File: config.mk
export PLATFORM = sky130hd
export DESIGN_NAME = pcie_consumer_counter
export DESIGN_NICKNAME = d
export VERILOG_FILES = /design/src/rtl/pcie_consumer_counter.sv
export SDC_FILE = /design/constraint.sdc
export NUM_CORES = 1
export LEC_CHECK = 0
export BUFFER_PORTS_ARGS = -buffer_cell sky130_fd_sc_hd__buf_2
export CAP_MARGIN = 20
export CORE_UTILIZATION = 47
export CTS_BUF_LIST = sky130_fd_sc_hd__clkbuf_16
export CTS_CLUSTER_DIAMETER = 30
export DETAILED_ROUTE_END_ITERATION = 6
export GPL_TIMING_DRIVEN = 0
export PLACE_DENSITY_LB_ADDON = 0.12
export SYNTH_ARGS = -nofsm -noshare
export SYNTH_HDL_FRONTEND = slang
export SYNTH_SLANG_ARGS = --single-unit
File: constraint.sdc
create_clock -name clk -period 1.2 [get_ports clk]
set_input_delay 0.24 -clock clk [delete_from_list [all_inputs] [get_ports clk]]
set_output_delay 0.24 -clock clk [all_outputs]
set_load 0.02 [all_outputs]
File: src/rtl/pcie_consumer_counter.sv
`default_nettype none
// ============================================================================
// Module   : pcie_consumer_counter
// Purpose  : Drains the D0/D1 output FIFOs and keeps four per-destination,
//            per-VC word counters, cnt[{dest,vc}], where vc is the MSB of
//            each popped word. Counters can be read back one at a time
//            while the block is idle.
// Ports    : clk          - single clock, rising edge
//            reset        - asynchronous active-low reset
//            data_out0/1  - word from D0/D1 FIFO, valid the cycle after pop
//            D0/D1_can_pop- FIFO holds at least one word
//            pop_D0/D1    - read strobes to the FIFOs
//            req, idx     - counter read request and select {dest, vc}
//            count        - selected counter value (0 when not valid)
//            valid_count  - one-cycle qualifier for count
//            idle         - FSM is in IDLE
// Revision : 1.0 - initial release
// ============================================================================
module pcie_consumer_counter #(
   parameter int BITNUMBER = 6,
   parameter int CNT_W     = 5
) (
   input  logic                 clk,
   input  logic                 reset,
   input  logic [BITNUMBER-1:0] data_out0,
   input  logic [BITNUMBER-1:0] data_out1,
   input  logic                 D0_can_pop,
   input  logic                 D1_can_pop,
   output logic                 pop_D0,
   output logic                 pop_D1,
   input  logic                 req,
   input  logic [1:0]           idx,
   output logic [CNT_W-1:0]     count,
   output logic                 valid_count,
   output logic                 idle
);

   localparam int               c_DATA_MSB = BITNUMBER - 1;
   localparam logic [CNT_W-1:0] c_CNT_ONE  = CNT_W'(1);

   typedef enum logic [1:0] {
      ST_RESET  = 2'd0,
      ST_IDLE   = 2'd1,
      ST_ACTIVE = 2'd2
   } state_t;

   state_t                    r_state;
   state_t                    w_state_nxt;
   logic                      w_pop0;
   logic                      w_pop1;
   logic                      r_pend0;
   logic                      r_pend1;
   logic [1:0]                w_sel0;
   logic [1:0]                w_sel1;
   logic [3:0][CNT_W-1:0]     w_cnt;
   logic                      r_valid;
   logic [1:0]                r_rd_idx;
   logic                      w_unused_bits;

   // Only the VC bit of each word matters to this block.
   assign w_unused_bits = ^{data_out0[c_DATA_MSB-1:0], data_out1[c_DATA_MSB-1:0]};

   // ------------------------------------------------------------------------
   // Control FSM
   // ------------------------------------------------------------------------
   always_ff @(posedge clk or negedge reset) begin
      if (!reset) begin
         r_state <= ST_RESET;
      end else begin
         r_state <= w_state_nxt;
      end
   end

   always_comb begin
      w_state_nxt = r_state;
      w_pop0      = 1'b0;
      w_pop1      = 1'b0;
      case (r_state)
         ST_RESET: begin
            w_state_nxt = ST_IDLE;
         end
         ST_IDLE: begin
            if (D0_can_pop || D1_can_pop) begin
               w_state_nxt = ST_ACTIVE;
            end
         end
         ST_ACTIVE: begin
            w_pop0 = D0_can_pop;
            w_pop1 = D1_can_pop;
            // Stay until the last popped word has been seen on data_outN.
            if (!D0_can_pop && !D1_can_pop && !r_pend0 && !r_pend1) begin
               w_state_nxt = ST_IDLE;
            end
         end
         default: begin
            w_state_nxt = ST_RESET;
         end
      endcase
   end

   assign pop_D0 = w_pop0;
   assign pop_D1 = w_pop1;
   assign idle   = (r_state == ST_IDLE);

   // ------------------------------------------------------------------------
   // Pending flags: a pop this cycle means a word on data_outN next cycle.
   // ------------------------------------------------------------------------
   always_ff @(posedge clk or negedge reset) begin
      if (!reset) begin
         r_pend0 <= 1'b0;
         r_pend1 <= 1'b0;
      end else begin
         r_pend0 <= w_pop0;
         r_pend1 <= w_pop1;
      end
   end

   // ------------------------------------------------------------------------
   // Word counters. D0 words only reach counters 0/1 and D1 words only
   // counters 2/3, so two simultaneous pends never collide.
   // ------------------------------------------------------------------------
   assign w_sel0 = {1'b0, data_out0[c_DATA_MSB]};
   assign w_sel1 = {1'b1, data_out1[c_DATA_MSB]};

   for (genvar gi = 0; gi < 4; gi++) begin : g_cnt
      localparam logic [1:0] c_ID = 2'(gi);
      logic             w_hit;
      logic [CNT_W-1:0] r_cnt;

      assign w_hit = (r_pend0 && (w_sel0 == c_ID)) || (r_pend1 && (w_sel1 == c_ID));

      // Free-running modulo-2^CNT_W count; wrap is intentional.
      always_ff @(posedge clk or negedge reset) begin
         if (!reset) begin
            r_cnt <= '0;
         end else if (w_hit) begin
            r_cnt <= r_cnt + c_CNT_ONE;
         end
      end

      assign w_cnt[gi] = r_cnt;
   end

   // ------------------------------------------------------------------------
   // Read-back. The select is latched on a req seen in IDLE and the counter
   // is shown the following cycle. A counter cannot move during that cycle
   // (the first pend only appears a cycle later), so a read that coincides
   // with IDLE->ACTIVE still returns the pre-increment value.
   // ------------------------------------------------------------------------
   always_ff @(posedge clk or negedge reset) begin
      if (!reset) begin
         r_valid  <= 1'b0;
         r_rd_idx <= 2'd0;
      end else begin
         r_valid <= (r_state == ST_IDLE) && req;
         if ((r_state == ST_IDLE) && req) begin
            r_rd_idx <= idx;
         end
      end
   end

   assign valid_count = r_valid;
   assign count       = r_valid ? w_cnt[r_rd_idx] : '0;

endmodule
`default_nettype wire

==> impl_metrics.csv, run 1 <==
group,metric,value,unit
route,drc,0,
sta,hold_viol_final,27,
cts,cts-hold-fix-buffers,0,
setup_path,worst_setup_path_start_kind,"flip-flop",
power_and_ir_drop,clkPwrFrac,21.4,%
global_routing,grt_max_degree,28,
route,ant_nets,0,
route,wirelength,2020,um
cells_and_area,stdcell_area,1550,um2
setup_path,cp_common_cell,"buf_6",
power_and_ir_drop,power.net_switching,1120,uW
die,dieArea,2870,um2
cts,cts_buffers,3,
power_and_ir_drop,combPwrFrac,32.9,%
placement,placed_area,1390,um2
sta,max_freq,568,MHz
status,failed_checks,"hold timing, setup timing",
cts,clock-sinks,27,
cts,clkTransAtPathRegs,0.07,ns
power_and_ir_drop,power.internal,2410,uW
synth,yosys_warnings,0,
cts,htreeDepth,1,
run,max_cap_violations,0,
placement,preCtsSetupSlack,-0.315,ns
global_routing,grt_pass1_vias,741,
power_and_ir_drop,vdd_drop_max,1690,uV
die,io_pins,28,
power_and_ir_drop,p_seq_share,45.7,%
setup_path,crit_buf_inv,2,
sta,setup_viol,8,
placement,dp_hpwl,1500,um
route,dr.pass1.iters,3,
sta,maxSlewHeadroom,60.9,%
cts,cts_root_buf,"clkbuf_16",
global_routing,grt_pass1_wl,3440,um
sta,maxSlewViolCount,0,
route,wl_per_cell,14.1,um
sta,fin_worst_skew,0.00139,ns
cells_and_area,drive_gt1_share,41.6,%
global_routing,antenna_found_initial,0,
cells_and_area,final_common_cell,"dfrtp_1",
status,status,"finished with violations",
synth,synth-seq-cells,27,
sta,fin_crit_sh,147,%
cts,cts_buffer_depth,2,
route,drtIter0Drc,1,
route,viasPerCell,5.48,
die,coreArea,2500,um2
setup_path,cp_top_family,"multiplexers",
die,start_util,50.0,%
setup_path,cpMaxStageDelayCell,"mux4_2",
setup_path,crit_arrival,1.52,ns
synth,syn-instance-count,92,
synth,synth_simple_gate_area_share,12.7,%
synth,syn_avg_cell_area,13.6,um2
setup_path,crit_path_end_kind,"primary output",
cts,clk_latency,0.26,ns
synth,synth-xor-area-share,11.2,%
synth,synth.cell_area,1250,um2
sta,worst_slack,-0.562,ns
global_routing,grt-ovfl-total,0,
synth,synth_cell_types,21,
setup_path,cp.required,0.96,ns
setup_path,critPathMaxFanout,6,
power_and_ir_drop,p_per_area,2280,nW/um2
setup_path,worstSetupPathType,"flip-flop to primary output",
power_and_ir_drop,swShare,31.8,%
synth,synth_compound_area_share,2.10,%
synth,synth_top_family_by_area,"multiplexers",
die,rows,18,
synth,muxShareOfSynthArea,14.4,%
synth,yosysSeqAreaShare,54.1,%
cells_and_area,final_cell_mix,"dfrtp_1, xnor2_1, buf_6, buf_2, nand4_1",
cells_and_area,nFillCells,210,
cells_and_area,area_growth,24.0,%
synth,synth_fa_ha_area_share,4.00,%
power_and_ir_drop,total_leakage_power,0.000705,uW
die,fp.dieH,53.6,um
synth,syn_nets,115,
cells_and_area,antennaDiodeCount,0,
global_routing,track_usage,17.5,%
route,vias,783,
sta,whs,-0.0232,ns
sta,rsz0062_at_grt,"true",
setup_path,cp_slowest_stage_delay,0.49,ns
hold_path,hold_path_class,"input pin to async pin",
cells_and_area,nNetsFinal,137,
die,die_x,53.6,um
placement,io_buffers,17,
sta,worst_pin_slew,0.587,ns
placement,globalplace.congestion,0.700,
cts,cts_tree,"done",
sta,final.min_clock_period,1.76,ns
setup_path,cp_cell_sequence,"buf_6 > mux4_2 > and2_4 > buf_6",
[power groups by stage]
stage / registers, uW / clock network [uW] / logic, uW
after floorplan: 1510 / 0 / 845
after global placement: 1610 / 0 / 1010
after detailed placement: 1620 / 0 / 1040
after CTS: 1610 / 778 / 1130
after global routing: 1680 / 823 / 1290
final: 1610 / 754 / 1160
[cells by family (layout without fill, tap and decap cells)]
group,Yosys count,after routing
flip-flops,27,27
XOR/XNOR,16,16
AND/OR/NAND/NOR,27,27
adder cells (fa/ha/maj),4,4
multiplexers,11,11
buffers and inverters,3,24
AO/OA/AOI/OAI,4,4
[what timing repair did]
item / 4_1_cts / 5_1_grt
setup buffers: 0 / 1
cloned: 0 / 0
pin swaps: 2 / 1
resized for setup: 19 / 6
setup endpoints to repair: 14 / 13
[sequential cells by signal, indices dropped and copies added, names as in the netlist]
name	count
r_state	2
r_pend0	1
r_rd_idx	2
g_cnt.r_cnt	20
valid_count	1
r_pend1	1
[cells in the mapped netlist]
library cell | count | area, um2
mux4_2 | 5 | 113
o41ai_1 | 1 | 8.76
and3b_1 | 2 | 17.5
nand4_1 | 6 | 37.5
and2b_1 | 1 | 7.51
nor2b_1 | 2 | 12.5
nand3_1 | 3 | 15.0
ha_1 | 4 | 50.1
and3_1 | 1 | 6.26
o31ai_1 | 1 | 7.51
xnor2_1 | 13 | 114
mux2_2 | 6 | 67.6
buf_6 | 1 | 11.3
nand2b_1 | 1 | 6.26
nand2_1 | 5 | 18.8
and2_1 | 6 | 37.5
xor2_1 | 3 | 26.3
clkbuf_1 | 1 | 3.75
dfrtp_1 | 27 | 676
o21ai_0 | 2 | 10.0
inv_1 | 1 | 3.75
[layout make-up]
type                    count  area, um2  share of cell area (%)
repair buffers             18        143                    9.20
well taps                  30       37.5                    2.42
plain buffers               1       11.3                   0.726
clock inverters             1       7.51                   0.484
clock buffers               3       75.1                    4.84
flip-flops and latches     27        677                    43.7
inverters                   1       3.75                   0.242
multi-input cells          62        596                    38.4
[metrics by stage]
stage,util [%],TNS [ns],power (uW),std cells
after floorplan,-,-0.771,2360,92
after global routing,62.0,-3.62,3800,143
after global placement,55.5,-1.52,2620,139
after CTS,60.9,-3.11,3520,142
final,62.0,-3.08,3530,143
after detailed placement,55.5,-1.56,2660,139
[per-layer routing]
layer	part of all wire, %	GRT usage, %	vias up
met3	2.7	2.54	2
li1	-	-	374
met5	0	0	-
met1	44	23.0	393
met2	52	28.7	14
met4	0.64	7.89	0
[worst paths after layout]
check,depth (start not counted),slack [ns],from,endpoint
worst max-delay path,4,-0.56,r_rd_idx[0],count[1]
worst min-delay path,1,-0.02,reset,g_cnt[1].r_cnt[2]
worst max register to register,3,0,r_state[1],r_rd_idx[0]
worst min register to register,1,0.47,g_cnt[0].r_cnt[4],g_cnt[0].r_cnt[4]
max in group asynchronous,1,0.80,reset,r_state[1]
min in group clk,2,0.21,D1_can_pop,r_state[0]
[worst reg2reg max path, stage by stage, from the launching register on]
cell and delay [ns]:
dfrtp_2 0.40, and2b_2 0.26, nand2_2 0.09, mux2_2 0.33
Power figures use the tool's default switching activity.
==> run 2, diff against run 1 <==
--- a/config.mk
+++ b/config.mk
@@ -11,7 +11,6 @@
 export CTS_BUF_LIST = sky130_fd_sc_hd__clkbuf_16
 export CTS_CLUSTER_DIAMETER = 30
 export DETAILED_ROUTE_END_ITERATION = 6
-export GPL_TIMING_DRIVEN = 0
 export PLACE_DENSITY_LB_ADDON = 0.12
 export SYNTH_ARGS = -nofsm -noshare
 export SYNTH_HDL_FRONTEND = slang
==> run 2 against run 1 <==
The flow finishes with violations (setup timing). Via count rose by 12%. Critical path type unchanged. Worst hold slack improved by 0.22 ns. Final cell count rose by 20%.
==> impl_metrics.csv, run 2 (synthesis gave the netlist of run 1 again) <==
group,metric,value,unit
status,status,"finished with violations",
status,failed_checks,"setup timing",
sta,fin_worst_skew,0.00868,ns
global_routing,track_usage,19.9,%
setup_path,worst_setup_path_start_kind,"flip-flop",
placement,preCtsSetupSlack,-0.407,ns
setup_path,reg2reg_depth,4,
setup_path,cp_top_family,"multiplexers",
cts,cts_root_buf,"clkbuf_16",
sta,hold_viol_final,0,
global_routing,grt_max_degree,16,
global_routing,grtUsageMet1,24.2,%
cells_and_area,drive_gt1_share,54.6,%
route,drtIter0Drc,2,
hold_path,hold_depth,2,
setup_path,crit_arrival,1.53,ns
setup_path,crit_path_end_kind,"primary output",
hold_path,hold_path_class,"input pin to flip-flop",
cts,cts_tree,"done",
sta,whs,0.192,ns
global_routing,met2_usage,34.8,%
die,dieArea,2870,um2
cells_and_area,final_common_cell,"dfrtp_1",
setup_path,reg2reg_to,"r_rd_idx[0]",
cells_and_area,stdcell_area,1830,um2
route,wirelength,2610,um
cts,htreeDepth,1,
hold_path,min_to,"r_state[0]",
die,coreArea,2500,um2
global_routing,antenna_found_initial,0,
power_and_ir_drop,vdd_drop_max,1840,uV
die,die_x,53.6,um
cells_and_area,largestRegisters,"g_cnt.r_cnt: 20 flops, r_rd_idx: 2 flops, r_state: 2 flops",
placement,placed_area,1580,um2
cts,clk_latency,0.26,ns
cells_and_area,final_cells,171,
route,vias,877,
route,ant_nets,0,
placement,dp_hpwl,1910,um
cells_and_area,nFillCells,163,
route,drc,0,
sta,setup_viol,10,
sta,maxSlewHeadroom,76.2,%
sta,maxSlewViolCount,0,
cells_and_area,area_growth,46.7,%
global_routing,busiest_layer,"met2",
global_routing,grt_pass1_vias,877,
global_routing,grt_pass1_wl,3860,um
cts,cts_buffers,3,
placement,globalplace.congestion,0.748,
cells_and_area,regMostFlops,"g_cnt.r_cnt",
setup_path,rr_startpoint,"r_state[0]",
run,max_cap_violations,0,
sta,final.min_clock_period,1.77,ns
power_and_ir_drop,p_per_area,2270,nW/um2
die,start_util,50.0,%
cells_and_area,final_cell_mix,"dfrtp_1, buf_4, xnor2_1, buf_6, buf_2",
sta,max_freq,565,MHz
setup_path,cp_cell_sequence,"mux4_2 > and2_4 > buf_6",
placement,dp.cells,163,
setup_path,rrSetupSlack,-0.05,ns
sta,worst_pin_slew,0.357,ns
setup_path,cp_slowest_stage_delay,0.53,ns
global_routing,grt-ovfl-total,0,
sta,fin_crit_sh,147,%
route,wl_per_cell,15.2,um
setup_path,worstSetupPathType,"flip-flop to primary output",
setup_path,cp.required,0.96,ns
cells_and_area,largest_register_ffs,20,
cells_and_area,nNetsFinal,165,
global_routing,use_met3,1.98,%
cts,clock-sinks,27,
setup_path,cpMaxStageDelayCell,"mux4_2",
die,fp.dieH,53.6,um
setup_path,crit_buf_inv,1,
cts,clkTransAtPathRegs,0.07,ns
sta,rsz0062_at_grt,"true",
setup_path,critPathMaxFanout,6,
route,dr.pass1.iters,4,
cts,cts_buffer_depth,2,
placement,io_buffers,17,
cells_and_area,antennaDiodeCount,0,
sta,worst_slack,-0.568,ns
hold_path,holdCritStartpoint,"D0_can_pop",
die,io_pins,28,
die,rows,18,
power_and_ir_drop,total_leakage_power,0.000874,uW
route,viasPerCell,5.13,
[run 2: cell type report]
cell class | instances | area, um2 | share of cell area [%]
multi-input combinational | 62 | 646 | 35.2
sequential | 27 | 677 | 36.9
clock inverter | 1 | 5.00 | 0.273
clock buffer | 3 | 75.1 | 4.09
timing repair buffer | 47 | 390 | 21.3
inverter | 1 | 3.75 | 0.205
tap | 30 | 37.5 | 2.05
[run 2: power breakdown]
group          switching [uW]  total, uW  internal [uW]
combinational             707       1890           1180
sequential                284       1520           1230
clock                     306        755            450
total                    1300       4160           2860
[run 2: how the worst max path moves through the flow]
stage / from / endpoint / slack (ns) / cells after the start
final: r_rd_idx[0] / count[4] / -0.57 / 3
after global routing: r_rd_idx[0] / count[1] / -0.62 / 3
after CTS: r_rd_idx[0] / count[4] / -0.57 / 3
after detailed placement: r_rd_idx[0] / count[4] / -0.41 / 3
after global placement: r_rd_idx[0] / count[3] / -0.38 / 3
after floorplan: r_rd_idx[0] / count[4] / -0.15 / 3
[run 2: timing repair]
item	CTS	global route
hold buffers	1	0
setup endpoints to repair	8	18
buffers inserted	1	5
cloned	0	0
hold endpoints to repair	13	0
pin swaps	5	0
gates resized for setup	20	15
[run 2: metrics by stage]
step                      util [%]  TNS [ns]  total power, uW
after floorplan                  -    -0.771             2360
after global placement        63.2     -1.88             2980
after detailed placement      63.2     -2.01             3040
after CTS                     69.5     -3.32             3950
after global routing          73.4     -3.75             4430
final                         73.4     -3.36             4160
[run 2: worst register-to-register path: stages (launching register included)]
cell	delay, ns
dfrtp_1	0.39
and2b_2	0.22
buf_6	0.12
nand2_4	0.08
mux2_2	0.33
[run 2: metal layers]
| metal | up-vias | wire (um) |
|---|---|---|
| met1 | 418 | 1140 |
| met2 | 21 | 1320 |
| met5 | - | 0 |
| met3 | 9 | 74 |
| li1 | 429 | - |
| met4 | 0 | 77 |
